[src/rtl/alarm_pkg.sv]
// Shared definitions for the alarm controller: FSM state encoding and default parameters.
package alarm_pkg;

  typedef enum logic [1:0] {
    ST_IDLE   = 2'd0,
    ST_RING   = 2'd1,
    ST_SNOOZE = 2'd2
  } state_e;

  localparam int unsigned DEF_N_CH           = 4;
  localparam int unsigned DEF_DEB_CYCLES     = 20000;
  localparam int unsigned DEF_RING_SECONDS   = 60;
  localparam int unsigned DEF_SNOOZE_SECONDS = 300;

endpackage

[src/rtl/key_debounce.sv]
// Raw key conditioning: 2-FF synchroniser, restartable stability counter, one-cycle press on a debounced rise.
module key_debounce #(
  parameter int unsigned DEB_CYCLES = 20000
) (
  input  logic clk,
  input  logic rst_n,
  input  logic key_raw,
  output logic key_level,
  output logic key_press
);

  localparam int unsigned CNTW = $clog2(DEB_CYCLES + 1);

  logic            sync1_q, sync2_q, level_q, press_q;
  logic [CNTW-1:0] cnt_q;

  always_ff @(posedge clk or negedge rst_n) begin
    if (!rst_n) begin
      sync1_q <= 1'b0;
      sync2_q <= 1'b0;
      level_q <= 1'b0;
      press_q <= 1'b0;
      cnt_q   <= '0;
    end else begin
      sync1_q <= key_raw;
      sync2_q <= sync1_q;
      press_q <= 1'b0;
      // Any return to the accepted level restarts the stability count.
      if (sync2_q == level_q) begin
        cnt_q <= '0;
      end else if (cnt_q == CNTW'(DEB_CYCLES - 1)) begin
        level_q <= sync2_q;
        press_q <= sync2_q;
        cnt_q   <= '0;
      end else begin
        cnt_q <= cnt_q + CNTW'(1);
      end
    end
  end

  assign key_level = level_q;
  assign key_press = press_q;

endmodule

[src/rtl/alarm_ctrl.sv]
// Multi-channel alarm controller: key arming, match queuing and ringing FSM.
// Optional snooze support is compiled in when ALARM_SNOOZE_EN is defined.
module alarm_ctrl
  import alarm_pkg::*;
#(
  parameter int unsigned N_CH           = DEF_N_CH,
  parameter int unsigned DEB_CYCLES     = DEF_DEB_CYCLES,
  parameter int unsigned RING_SECONDS   = DEF_RING_SECONDS
`ifdef ALARM_SNOOZE_EN
  ,
  parameter int unsigned SNOOZE_SECONDS = DEF_SNOOZE_SECONDS
`endif
) (
  input  logic                                        clk,
  input  logic                                        rst_n,
  input  logic                                        tick_1hz,
  input  logic [N_CH-1:0]                             key_in,
  input  logic                                        key_stop,
`ifdef ALARM_SNOOZE_EN
  input  logic                                        key_snooze,
`endif
  input  logic [N_CH-1:0]                             match,
  output logic [N_CH-1:0]                             alarm_en,
  output logic                                        ringing,
  output logic [((N_CH > 1) ? $clog2(N_CH) : 1)-1:0] ring_ch,
  output logic                                        buzzer
);

  localparam int unsigned CW  = (N_CH > 1) ? $clog2(N_CH) : 1;
  localparam int unsigned RTW = $clog2(RING_SECONDS + 1);

  logic [N_CH-1:0] key_press, alarm_en_q, alarm_en_d;
  logic [N_CH-1:0] match_s_q, match_d_q, match_rise;
  logic [N_CH-1:0] pending_q, pending_d, pend_eff, ring_mask, set_mask, clr_mask;
  logic [CW-1:0]   sel, ring_ch_q;
  logic [RTW-1:0]  ring_tmr_q;
  logic            any_pend, stop_press, cur_armed;
  logic            phase_q, ringing_q, buzzer_q;
  state_e          state_q;

  for (genvar g = 0; g < N_CH; g++) begin : g_key
    key_debounce #(.DEB_CYCLES(DEB_CYCLES)) u_key (
      .clk      (clk),
      .rst_n    (rst_n),
      .key_raw  (key_in[g]),
      .key_level(),
      .key_press(key_press[g])
    );
  end

  key_debounce #(.DEB_CYCLES(DEB_CYCLES)) u_stop (
    .clk      (clk),
    .rst_n    (rst_n),
    .key_raw  (key_stop),
    .key_level(),
    .key_press(stop_press)
  );

`ifdef ALARM_SNOOZE_EN
  localparam int unsigned SW = $clog2(SNOOZE_SECONDS + 1);
  logic          snooze_press;
  logic [SW-1:0] snz_tmr_q;

  key_debounce #(.DEB_CYCLES(DEB_CYCLES)) u_snooze (
    .clk      (clk),
    .rst_n    (rst_n),
    .key_raw  (key_snooze),
    .key_level(),
    .key_press(snooze_press)
  );
`endif

  always_comb begin
    alarm_en_d = alarm_en_q ^ key_press;
    match_rise = match_s_q & ~match_d_q;
    ring_mask  = '0;
    if (state_q != ST_IDLE) ring_mask[ring_ch_q] = 1'b1;
    // A channel disarmed this cycle must neither be selected nor stay queued.
    pend_eff = pending_q & alarm_en_d;
    sel      = '0;
    any_pend = 1'b0;
    for (int unsigned i = 0; i < N_CH; i++) begin
      if (pend_eff[i] && !any_pend) begin
        sel      = CW'(i);
        any_pend = 1'b1;
      end
    end
    clr_mask = '0;
    if (state_q == ST_IDLE && any_pend) clr_mask[sel] = 1'b1;
    set_mask  = match_rise & alarm_en_q & alarm_en_d & ~ring_mask;
    pending_d = (pending_q | set_mask) & alarm_en_d & ~clr_mask;
    cur_armed = alarm_en_q[ring_ch_q];
  end

  always_ff @(posedge clk or negedge rst_n) begin
    if (!rst_n) begin
      state_q    <= ST_IDLE;
      alarm_en_q <= '0;
      pending_q  <= '0;
      match_s_q  <= '0;
      match_d_q  <= '0;
      ring_ch_q  <= '0;
      ring_tmr_q <= '0;
      phase_q    <= 1'b0;
      ringing_q  <= 1'b0;
      buzzer_q   <= 1'b0;
`ifdef ALARM_SNOOZE_EN
      snz_tmr_q  <= '0;
`endif
    end else begin
      alarm_en_q <= alarm_en_d;
      pending_q  <= pending_d;
      match_s_q  <= match;
      match_d_q  <= match_s_q;
      case (state_q)
        ST_IDLE: begin
          if (any_pend) begin
            state_q    <= ST_RING;
            ring_ch_q  <= sel;
            ring_tmr_q <= RTW'(1);
            phase_q    <= 1'b1;
            ringing_q  <= 1'b1;
            buzzer_q   <= 1'b1;
          end
        end
        ST_RING: begin
          if (stop_press || !cur_armed ||
              (tick_1hz && ring_tmr_q == RTW'(RING_SECONDS))) begin
            state_q   <= ST_IDLE;
            ringing_q <= 1'b0;
            buzzer_q  <= 1'b0;
          end
`ifdef ALARM_SNOOZE_EN
          else if (snooze_press) begin
            state_q   <= ST_SNOOZE;
            snz_tmr_q <= '0;
            ringing_q <= 1'b0;
            buzzer_q  <= 1'b0;
          end
`endif
          else if (tick_1hz) begin
            ring_tmr_q <= ring_tmr_q + RTW'(1);
            phase_q    <= ~phase_q;
            buzzer_q   <= ~phase_q;
          end
        end
`ifdef ALARM_SNOOZE_EN
        ST_SNOOZE: begin
          if (stop_press || !cur_armed) begin
            state_q <= ST_IDLE;
          end else if (tick_1hz) begin
            if (snz_tmr_q == SW'(SNOOZE_SECONDS - 1)) begin
              state_q    <= ST_RING;
              ring_tmr_q <= RTW'(1);
              phase_q    <= 1'b1;
              ringing_q  <= 1'b1;
              buzzer_q   <= 1'b1;
            end else begin
              snz_tmr_q <= snz_tmr_q + SW'(1);
            end
          end
        end
`endif
        default: begin
          state_q   <= ST_IDLE;
          ringing_q <= 1'b0;
          buzzer_q  <= 1'b0;
        end
      endcase
    end
  end

  assign alarm_en = alarm_en_q;
  assign ringing  = ringing_q;
  assign ring_ch  = ring_ch_q;
  assign buzzer   = buzzer_q;

endmodule

[config.mk]
export PLATFORM = sky130hd
export DESIGN_NAME = alarm_ctrl
export DESIGN_NICKNAME = d
export VERILOG_FILES = /design/src/rtl/alarm_pkg.sv /design/src/rtl/key_debounce.sv /design/src/rtl/alarm_ctrl.sv
export SDC_FILE = /design/constraint.sdc
export NUM_CORES = 1
export LEC_CHECK = 0
export CAP_MARGIN = 20
export CORE_MARGIN = 3
export CORE_UTILIZATION = 55
export DETAILED_ROUTE_END_ITERATION = 7
export MAX_ROUTING_LAYER = met4
export PLACE_DENSITY = 0.76
export SLEW_MARGIN = 25
export SYNTH_ARGS = -nofsm -noshare
export SYNTH_HDL_FRONTEND = slang
export SYNTH_SLANG_ARGS = --single-unit
[constraint.sdc]
create_clock -name clk -period 2.3 [get_ports clk]
set_clock_uncertainty 0.2 [all_clocks]
set_input_delay 0.23 -clock clk [delete_from_list [all_inputs] [get_ports clk]]
set_output_delay 0.23 -clock clk [all_outputs]
set_load 0.02 [all_outputs]
==> results of run 1 <==
[layout make-up]
class                           instances  area share (%)
Inverter                               17           0.958
Timing Repair Buffer                   34            5.07
Clock inverter                          8            2.16
Clock buffer                           22            6.80
Multi-Input combinational cell        383            36.7
Tap cell                              133            2.50
Sequential cell                       122            45.8
[cells by family after synthesis]
kind of cell             Yosys count  synth area share [%]
AO/OA/AOI/OAI                     42                  4.99
XOR/XNOR                          71                  11.1
adder cells (fa/ha/maj)            7                  1.56
multiplexers                       7                  1.42
flip-flops                       122                  54.3
buffers and inverters             31                  2.23
AND/OR/NAND/NOR                  256                  24.4
[timing repair]
action	CTS	global route
endpoints found under the setup margin	0	0
endpoints found under the hold margin	131	0
hold buffers	10	0
[layer usage]
metal | vias to the layer above | track usage, % | part of all wire, %
met4 | 0 | 7.12 | 0.94
met5 | - | - | 0
met2 | 53 | 30.8 | 47
met1 | 1960 | 28.0 | 49
met3 | 12 | 5.78 | 3.6
li1 | 1988 | - | -
[worst max-delay path, stage by stage, from the launching register on]
cell and delay, ns:
dfrtp_1 0.44, or4_1 0.53, or4_4 0.51, nand2_2 0.24
nor2_1 0.10
[registers in the layout (all words and copies together) (netlist names), 2 cells and up]
register               flops
u_stop.cnt_q              15
match_s_q                  4
pending_q                  4
g_key.u_key.key_level      4
match_d_q                  4
alarm_en                   4
g_key.u_key.key_press      4
g_key.u_key.sync1_q        4
ring_tmr_q                 6
ring_ch                    2
g_key.u_key.cnt_q         60
g_key.u_key.sync2_q        4
[cell usage after synthesis, types with 12 or more instances]
library cell	number	share of area (%)
nand2_1	24	1.6
dfrtp_1	122	54
xnor2_1	38	5.9
nand3_1	28	2.5
nor2_1	75	5.0
inv_1	17	1.1
a21oi_1	12	1.1
nand4_1	35	3.9
xor2_1	33	5.1
and3_1	13	1.4
nor3_1	16	1.4
nor4_1	15	1.7
[worst paths after layout]
| check | from | endpoint | slack [ns] | depth (start not counted) |
|---|---|---|---|---|
| max | g_key[2].u_key.cnt_q[7] | g_key[2].u_key.cnt_q[8] | 0.15 | 4 |
| min | rst_n | g_key[3].u_key.cnt_q[14] | 0.13 | 3 |
| max reg2reg | g_key[2].u_key.cnt_q[7] | g_key[2].u_key.cnt_q[8] | 0.15 | 4 |
| min reg2reg | g_key[1].u_key.sync1_q | g_key[1].u_key.sync2_q | 0.15 | 0 |
| max in group asynchronous | rst_n | g_key[3].u_key.cnt_q[6] | 1.29 | 3 |
| min in group clk | g_key[1].u_key.sync1_q | g_key[1].u_key.sync2_q | 0.15 | 0 |
[power by group]
group	internal, W	total, W	leakage (nW)	switching (W)
clock network	0.00180	0.00269	0.295	0.000887
logic	0.0000603	0.000155	0.913	0.0000948
registers	0.00219	0.00222	1.63	0.0000309
[per-stage QoR]
| step | area (µm²) | setup slack [ns] |
|---|---|---|
| final | 6660 | 0.152 |
| after global routing | 6660 | 0.0213 |
| after CTS | 6660 | 0.133 |
| after detailed placement | 5960 | 0.177 |
| after global placement | 5960 | 0.208 |
| after floorplan | 5620 | 0.204 |
==> summary.md, run 1 <==
| Metric | Value |
|---|---|
| Fin cells | `719` |
| Initial antenna violation count | `0` |
| Final number of setup-violating endpoints | `0` |
| Pwr dens | `760 mW/mm²` |
| DR pass1 iterations | `6` |
| Tmin final | `between 2 and 2.5 ns` |
| Starting Density | `a little under three fifths` |
| Post-synth net total | `between 500 and 600` |
| GRT Total Usage | `between 20% and 30%` |
| DRC viols | `0` |
| CTS H-tree lvls | `4` |
| Pin count of the biggest net entering global routing | `about 120` |
| Maximum clock path buffer count | `2` |
| WL/cell | `14.4 µm` |
| WL final | `10400 µm` |
| Worst slew pin tran | `~0.63 ns` |
| Worst-Skew Late Latency | `0.51 ns` |
| Share of cells above drive strength 1 | `around 7.3%` |
| Minimum hold slack | `0.133 ns` |
| Core footprint | `between 0.009 and 0.01 mm²` |
| Tcrit/Tclk final | `about 93%` |
| Fmax | `around 470 MHz` |
| Maximum vdd drop | `about 0.8 mV` |
| Ports | `20` |
| Async SR Flop Fraction | `100%` |
| Cell total after placement | `slightly below 700` |
| Syn avg cell area | `10.5 µm²` |
| RSZ-0062 raised after global routing | `no` |
| Final Max Slew Viols | `0` |
| Cts bufs inserted | `17` |
| Clock transition at path regs | `approximately 0.060 ns` |
| RePlAce Congestion | `roughly 0.9` |
| CTS tree | `built` |
| Detailed-route via count | `roughly 4000` |
| Post-synth EDFFs | `0` |
| Worst Path Arrival | `around 2.3 ns` |
| Leakage | `approximately 2.8 nW` |
| Netlist cell types | `50` |
| Count of cells resized by post-cts repair | `0` |
| Multi-input logic area | `0.00244 mm²` |
| Die area | `around 0.011 mm²` |
| Grt ovf | `0` |
| Most frequent cells in the layout | `122 x dfrtp_1, 75 x nor2_1, 38 x xnor2_1` |
| Crit. End Element | `flop` |
| Crit start category | `flop` |
| First-pass GRT wire length | `18500 µm` |
| Layout fillers | `approximately 740` |
| Syn Std Cell Area | `around 0.0056 mm²` |
| Row cnt | `36` |
| Port buffer count | `19` |
| Vias in the first global route | `3992` |
| Post-route antenna net violation count | `0` |
| CTS Root Cell | `clkbuf_8` |
| Iteration-0 DRC Markers | `about 170` |
| Die Ht | `between 100 and 150 µm` |
| P&R area growth vs syn | `18.5%` |
| Sequential Area | `0.00305 mm²` |
| Main synth FF type | `dfrtp_1` |
| Seq/Total Area, Yosys | `between 50% and 60%` |
| Layout Nets | `just under 600` |
| Slew HR | `between 50 and 60%` |
| Diode count | `0` |
| Final Hold Fails | `0` |
| Mapped Cells | `536` |
| Final Power | `~0.0051 W` |
| Most common library cell in the layout ignoring fill and taps | `dfrtp_1` |
| Outcome | `completed` |
| Tightest Hold Check Type | `in2async` |
| Worst path required time | `around 2.5 ns` |
| Drt via density | `approximately 5.6` |
| Fin util | `roughly 68%` |
| Max-cap violations | `0` |
| Synth warnings | `0` |
| Kind of critical path | `reg2reg` |
| Count of state elements after synthesis | `122` |
| Total negative slack | `0 ns` |
| HPWL after DPL | `between 6000 and 7000 µm` |
| CP Max Fanout | `13` |
| Setup bufs post-CTS | `0` |
| Die Width | `approximately 110 µm` |
| CTS Sinks | `~120` |
No activity file was read; power rests on OpenSTA's default activity.
==> inputs of run 2 (changes only) <==
- DONT_BUFFER_PORTS: unset -> 1
- PLACE_DENSITY: 0.76 -> 0.73
- SKIP_LAST_GASP: unset -> 1
==> run 2 against run 1 <==
Net effect:
- the run now ends with hold timing left
- critical path type unchanged
- cell count is 1.7% lower
- power is 0.53% higher
- via count hardly changed
- worst setup slack worse by 0.018 ns
- critical endpoint is now g_key[2].u_key.cnt_q[5]
==> summary.md, run 2 (synthesis results as in run 1) <==
| Metric | Value |
|---|---|
| Outcome | `finished, violations left (was completed)` |
| Violated checks | `hold timing` |
| Reg-to-Reg Start | `g_key[2].u_key.cnt_q[7] (unchanged)` |
| Vias in the first global route | `3952 (was 3992)` |
| Worst R2R End | `g_key[2].u_key.cnt_q[5] (was g_key[2].u_key.cnt_q[8])` |
| Fin util | `66.2% (was 67.5%)` |
| RePlAce Congestion | `0.831 (was 0.882)` |
| First-pass GRT wire length | `18500 µm (about the same)` |
| Share of cells above drive strength 1 | `8.89% (was 7.34%)` |
| Core footprint | `0.00986 mm² (unchanged)` |
| CTS H-tree lvls | `4 (unchanged)` |
| CTS Sinks | `122 (unchanged)` |
| Tightest Hold Check Type | `in2async (unchanged)` |
| Die Ht | `107 µm (unchanged)` |
| Detailed-route via count | `4011 (was 4013)` |
| Worst slew pin tran | `0.525 ns (was 0.631 ns)` |
| Initial antenna violation count | `0 (unchanged)` |
| CTS tree | `built (unchanged)` |
| Post-route antenna net violation count | `0 (unchanged)` |
| Pin count of the biggest net entering global routing | `123 (unchanged)` |
| Kind of critical path | `reg2reg (unchanged)` |
| Top reg by flops | `g_key.u_key.cnt_q (unchanged)` |
| Worst path required time | `2.50 ns (was 2.49 ns)` |
| Slowest cell on crit path | `or4_1 (unchanged)` |
| Final Max Slew Viols | `0 (unchanged)` |
| P&R area growth vs syn | `16.2% (was 18.5%)` |
| Worst Reg-to-Reg Cells | `4 (unchanged)` |
| Tmin final | `2.17 ns (was 2.15 ns)` |
| GRT Total Usage | `21.1% (was 20.9%)` |
| Most frequent cells in the layout | `122 x dfrtp_1, 75 x nor2_1, 38 x xnor2_1 (unchanged)` |
| Final number of setup-violating endpoints | `0 (unchanged)` |
| Cts bufs inserted | `17 (unchanged)` |
| DRC viols | `0 (unchanged)` |
| Total negative slack | `0 ns (unchanged)` |
| Port buffer count | `0 (was 19)` |
| Pwr dens | `778 mW/mm² (was 760 mW/mm²)` |
| HPWL after DPL | `6780 µm (was 6650 µm)` |
| Diode count | `0 (unchanged)` |
| Minimum hold slack | `-0.802 ns (was 0.133 ns)` |
| WL final | `10500 µm (was 10400 µm)` |
| WL/cell | `14.8 µm (was 14.4 µm)` |
| Tcrit/Tclk final | `94.1% (was 93.4%)` |
| Die area | `0.0115 mm² (unchanged)` |
| Drt via density | `5.67 (was 5.58)` |
| Count of cells resized by post-cts repair | `0 (unchanged)` |
| Crit. End Element | `flop (unchanged)` |
| Largest register FFs | `60 (unchanged)` |
| Grt ovf | `0 (unchanged)` |
| Leakage | `2.79 nW (was 2.84 nW)` |
| DR pass1 iterations | `4 (was 6)` |
| Ports | `20 (unchanged)` |
| Most common library cell in the layout ignoring fill and taps | `dfrtp_1 (unchanged)` |
| Crit start category | `flop (unchanged)` |
| Layout Nets | `581 (was 594)` |
| RSZ-0062 raised after global routing | `no (unchanged)` |
| Setup bufs post-CTS | `0 (unchanged)` |
| Top flop regs | `g_key.u_key.cnt_q x60, u_stop.cnt_q x15, ring_tmr_q x6 (unchanged)` |
| CP delay by family, top | `simple AND/OR/NAND/NOR gates (unchanged)` |
| Row cnt | `36 (unchanged)` |
| Iteration-0 DRC Markers | `242 (was 173)` |
| CTS Root Cell | `clkbuf_8 (unchanged)` |
| Fin worst setup slack | `0.135 ns (was 0.152 ns)` |
| Hold_buf cts | `10 (unchanged)` |
| Fmax | `462 MHz (was 466 MHz)` |
| Pre-CTS setup slack | `0.149 ns (was 0.177 ns)` |
| Starting Density | `57.0% (unchanged)` |
| Die Width | `107 µm (unchanged)` |
| R2R Setup Slk | `0.13 ns (was 0.15 ns)` |
| Worst path cell trace | `or4_1, or4_4, nand2_2, nor2_1 (unchanged)` |
| Buf/Inv on CP | `0 (unchanged)` |
| Max-cap violations | `0 (unchanged)` |
| Final Hold Fails | `122 (was 0)` |
| Maximum clock path buffer count | `2 (unchanged)` |
| CP Max Fanout | `13 (unchanged)` |
| Slew HR | `65.0% (was 57.9%)` |
| Worst-Skew Late Latency | `0.52 ns (was 0.51 ns)` |
| Worst Path Arrival | `2.37 ns (was 2.34 ns)` |
| Clock transition at path regs | `0.06 ns (about the same)` |
| Slowest stage delay, CP | `0.55 ns (was 0.53 ns)` |
| Maximum vdd drop | `0.795 mV (was 0.802 mV)` |
-- run 2: cell types whose count changed in the layout (fill, tap and decap cells not counted), sizes merged --
cell,before,now
buf,6,11
clkbuf,22,21
clkinv,4,1
clkinvlp,0,5
clkdlybuf4s50,18,0
-- run 2: worst max path at each step --
stage,startpoint,to,slack [ns],cells past startpoint
6_report,g_key[2].u_key.cnt_q[7],g_key[2].u_key.cnt_q[5],0.13,4
5_1_grt,g_key[2].u_key.cnt_q[7],g_key[2].u_key.cnt_q[5],0.04,4
4_1_cts,g_key[2].u_key.cnt_q[7],g_key[2].u_key.cnt_q[6],0.12,4
3_5_place_dp,g_key[2].u_key.cnt_q[7],g_key[2].u_key.cnt_q[6],0.15,4
3_3_place_gp,g_key[2].u_key.cnt_q[7],g_key[2].u_key.cnt_q[8],0.22,4
2_1_floorplan,ring_ch[1],ring_tmr_q[3],0.20,6
-- run 2: per-stage QoR --
| stage | total power (W) | hold WS [ns] | cell area, µm² | std cells |
|---|---|---|---|---|
| after global placement | 0.00233 | -0.261 | 5810 | 666 |
| after detailed placement | 0.00233 | -0.261 | 5810 | 666 |
| after floorplan | 0.00231 | -0.266 | 5620 | 536 |
| after CTS | 0.00515 | -0.828 | 6540 | 707 |
| after global routing | 0.00528 | -0.839 | 6540 | 707 |
| final | 0.00509 | -0.802 | 6540 | 707 |
-- run 2: metal layers --
layer	track usage (%)	vias up	routed length, µm
met5	-	-	0
met1	27.5	1966	4830
met2	31.4	66	5060
met3	5.48	11	452
li1	-	1968	-
met4	9.04	0	134
-- run 2: worst reg2reg max path, stage by stage, from the launching register on --
cell and delay [ns]:
dfrtp_1 0.44, or4_1 0.55, or4_4 0.52, nand2_2 0.23, nor2_1 0.09
-- run 2: layout make-up --
class / count / area (µm²)
fill: 750 / 3330
multi-input combinational: 383 / 2440
clock inverter: 10 / 166
inverter: 17 / 63.8
sequential: 122 / 3050
clock buffer: 21 / 459
timing repair buffer: 21 / 183
tap: 133 / 166
-- run 2: where the power goes --
group          switching [W]  leakage (nW)  internal (W)
Clock               0.000936         0.288       0.00184
Sequential         0.0000332          1.63       0.00219
Combinational      0.0000510         0.870     0.0000402
Total                0.00102          2.79       0.00407
==> inputs of run 3 (changes only) <==
- HOLD_SLACK_MARGIN: unset -> 0.12
==> run 3 against run 2 <==
Net effect:
- the run still ends with hold timing left
- power grew 0.33%
- core utilization grew 0.91 points
- register-to-register slack is essentially flat
- clock power is essentially flat
- non-clock buffer count grew 9
- sequential power is essentially flat
- sequential share of layout area shrank 0.64 points
- sequential cell count is the same
- clock-buffer cell count is the same
- combinational power grew 13%
- critical endpoint unchanged
==> summary.md, run 3 (synthesis results as in run 1) <==
| Metric | Value |
|---|---|
| Worst Path Arrival | `2.38 ns (was 2.37 ns)` |
| Worst-Skew Late Latency | `0.54 ns (was 0.52 ns)` |
| Maximum vdd drop | `0.802 mV (was 0.795 mV)` |
| CTS tree | `built (unchanged)` |
| P&R area growth vs syn | `17.8% (was 16.2%)` |
| Tmin final | `2.17 ns (about the same)` |
| Top flop regs | `g_key.u_key.cnt_q x60, u_stop.cnt_q x15, ring_tmr_q x6 (unchanged)` |
| CTS Root Cell | `clkbuf_8 (unchanged)` |
| Final number of setup-violating endpoints | `0 (unchanged)` |
| Iteration-0 DRC Markers | `263 (was 242)` |
| Count of cells resized by post-cts repair | `0 (unchanged)` |
| Slew HR | `65.0% (about the same)` |
| Core footprint | `0.00986 mm² (unchanged)` |
| Outcome | `finished, violations left (unchanged)` |
| CTS Sinks | `122 (unchanged)` |
| Leakage | `2.83 nW (was 2.79 nW)` |
| Grt ovf | `0 (unchanged)` |
| First-pass GRT wire length | `18700 µm (was 18500 µm)` |
| Worst path required time | `2.51 ns (was 2.50 ns)` |
| Slowest stage delay, CP | `0.55 ns (about the same)` |
| Initial antenna violation count | `0 (unchanged)` |
| Minimum hold slack | `-0.805 ns (was -0.802 ns)` |
| Die Width | `107 µm (unchanged)` |
| Layout Nets | `590 (was 581)` |
| Buf/Inv on CP | `0 (unchanged)` |
| Top reg by flops | `g_key.u_key.cnt_q (unchanged)` |
| Kind of critical path | `reg2reg (unchanged)` |
| Pwr dens | `770 mW/mm² (was 778 mW/mm²)` |
| Tcrit/Tclk final | `94.1% (about the same)` |
| Max-cap violations | `0 (unchanged)` |
| Post-route antenna net violation count | `0 (unchanged)` |
| Tightest Hold Check Type | `in2async (unchanged)` |
| Share of cells above drive strength 1 | `8.75% (was 8.89%)` |
| Starting Density | `57.0% (unchanged)` |
| Die area | `0.0115 mm² (unchanged)` |
| CTS H-tree lvls | `4 (unchanged)` |
| Layout fillers | `742 (was 750)` |
| CP delay by family, top | `simple AND/OR/NAND/NOR gates (unchanged)` |
| DRC viols | `0 (unchanged)` |
| Cts bufs inserted | `17 (unchanged)` |
| Port buffer count | `0 (unchanged)` |
| Violated checks | `hold timing (unchanged)` |
| Row cnt | `36 (unchanged)` |
| Final Power | `0.00510 W (was 0.00509 W)` |
| Setup bufs post-CTS | `0 (unchanged)` |
| RSZ-0062 raised after global routing | `no (unchanged)` |
| Diode count | `0 (unchanged)` |
| Vias in the first global route | `3996 (was 3952)` |
| Worst path cell trace | `or4_1, or4_4, nand2_2, nor2_1 (unchanged)` |
| Largest register FFs | `60 (unchanged)` |
| Pin count of the biggest net entering global routing | `123 (unchanged)` |
| Maximum clock path buffer count | `2 (unchanged)` |
| Fmax | `462 MHz (about the same)` |
| RePlAce Congestion | `0.831 (unchanged)` |
| Die Ht | `107 µm (unchanged)` |
| Critical Path Source | `g_key[2].u_key.cnt_q[7] (unchanged)` |
| Total negative slack | `0 ns (unchanged)` |
| Crit start category | `flop (unchanged)` |
| HPWL after DPL | `6780 µm (unchanged)` |
| Crit. End Element | `flop (unchanged)` |
| Reg-to-Reg Start | `g_key[2].u_key.cnt_q[7] (unchanged)` |
| Detailed-route via count | `4057 (was 4011)` |
| DR pass1 iterations | `4 (unchanged)` |
| WL/cell | `14.8 µm (about the same)` |
| Hold_buf cts | `19 (was 10)` |
| Clock transition at path regs | `0.06 ns (about the same)` |
| Slowest cell on crit path | `or4_1 (unchanged)` |
| Worst slew pin tran | `0.525 ns (about the same)` |
| WL final | `10600 µm (was 10500 µm)` |
| Ports | `20 (unchanged)` |
| Most frequent cells in the layout | `122 x dfrtp_1, 75 x nor2_1, 38 x xnor2_1 (unchanged)` |
| CP Max Fanout | `13 (unchanged)` |
| Most common library cell in the layout ignoring fill and taps | `dfrtp_1 (unchanged)` |
| Final Max Slew Viols | `0 (unchanged)` |
| GRT Total Usage | `21.3% (was 21.1%)` |
| Final Hold Fails | `122 (unchanged)` |
| Drt via density | `5.67 (about the same)` |
==> run 3: cell types whose count changed in the layout (fill, tap and decap cells not counted) <==
| cell | previous run | this run |
|---|---|---|
| dlygate4sd3_1 | 10 | 19 |
==> run 3: per-stage QoR <==
step                      hold slack (ns)  util [%]  area [µm²]  instances  worst slack [ns]
after floorplan                    -0.266         -        5620        536             0.204
after global placement             -0.261      58.9        5810        666             0.219
after detailed placement           -0.261      58.9        5810        666             0.149
after CTS                          -0.828      67.2        6630        716             0.120
after global routing               -0.839      67.2        6630        716            0.0421
final                              -0.805      67.2        6630        716             0.135
==> run 3: cell type report <==
class,count,area [µm²],share of cell area (%)
timing repair buffer,30,273,4.12
clock inverter,10,166,2.51
sequential,122,3050,46.1
clock buffer,21,459,6.93
inverter,17,63.8,0.963
tap,133,166,2.51
multi-input combinational,383,2440,36.9
==> run 3: worst register-to-register path, stage by stage, from the launching register on <==
cell and delay, ns:
dfrtp_1 0.44, or4_1 0.55, or4_4 0.52, nand2_2 0.23, nor2_1 0.09
==> run 3: path summary, 6_finish.rpt <==
path / endpoint / slack, ns / cells after the start
worst max-delay path: g_key[2].u_key.cnt_q[5] / 0.13 / 4
worst min-delay path: g_key[0].u_key.cnt_q[10] / -0.81 / 0
worst max register to register: g_key[2].u_key.cnt_q[5] / 0.13 / 4
worst min register to register: g_key[0].u_key.sync2_q / 0.15 / 0
max in group asynchronous: match_s_q[0] / 2.55 / 0
min in group clk: g_key[0].u_key.sync2_q / 0.15 / 0
==> run 3: where the power goes <==
| group | internal, W | switching [W] | leakage, nW | total [W] |
|---|---|---|---|---|
| Combinational | 0.0000501 | 0.0000529 | 0.907 | 0.000103 |
| Sequential | 0.00219 | 0.0000332 | 1.63 | 0.00222 |
| Clock | 0.00184 | 0.000941 | 0.288 | 0.00278 |
==> run 3: metal layers <==
layer / track usage [%] / wire length [µm]
met4: 9.04 / 131
met3: 5.48 / 505
met5: - / 0
met1: 27.7 / 4880
met2: 31.8 / 5090
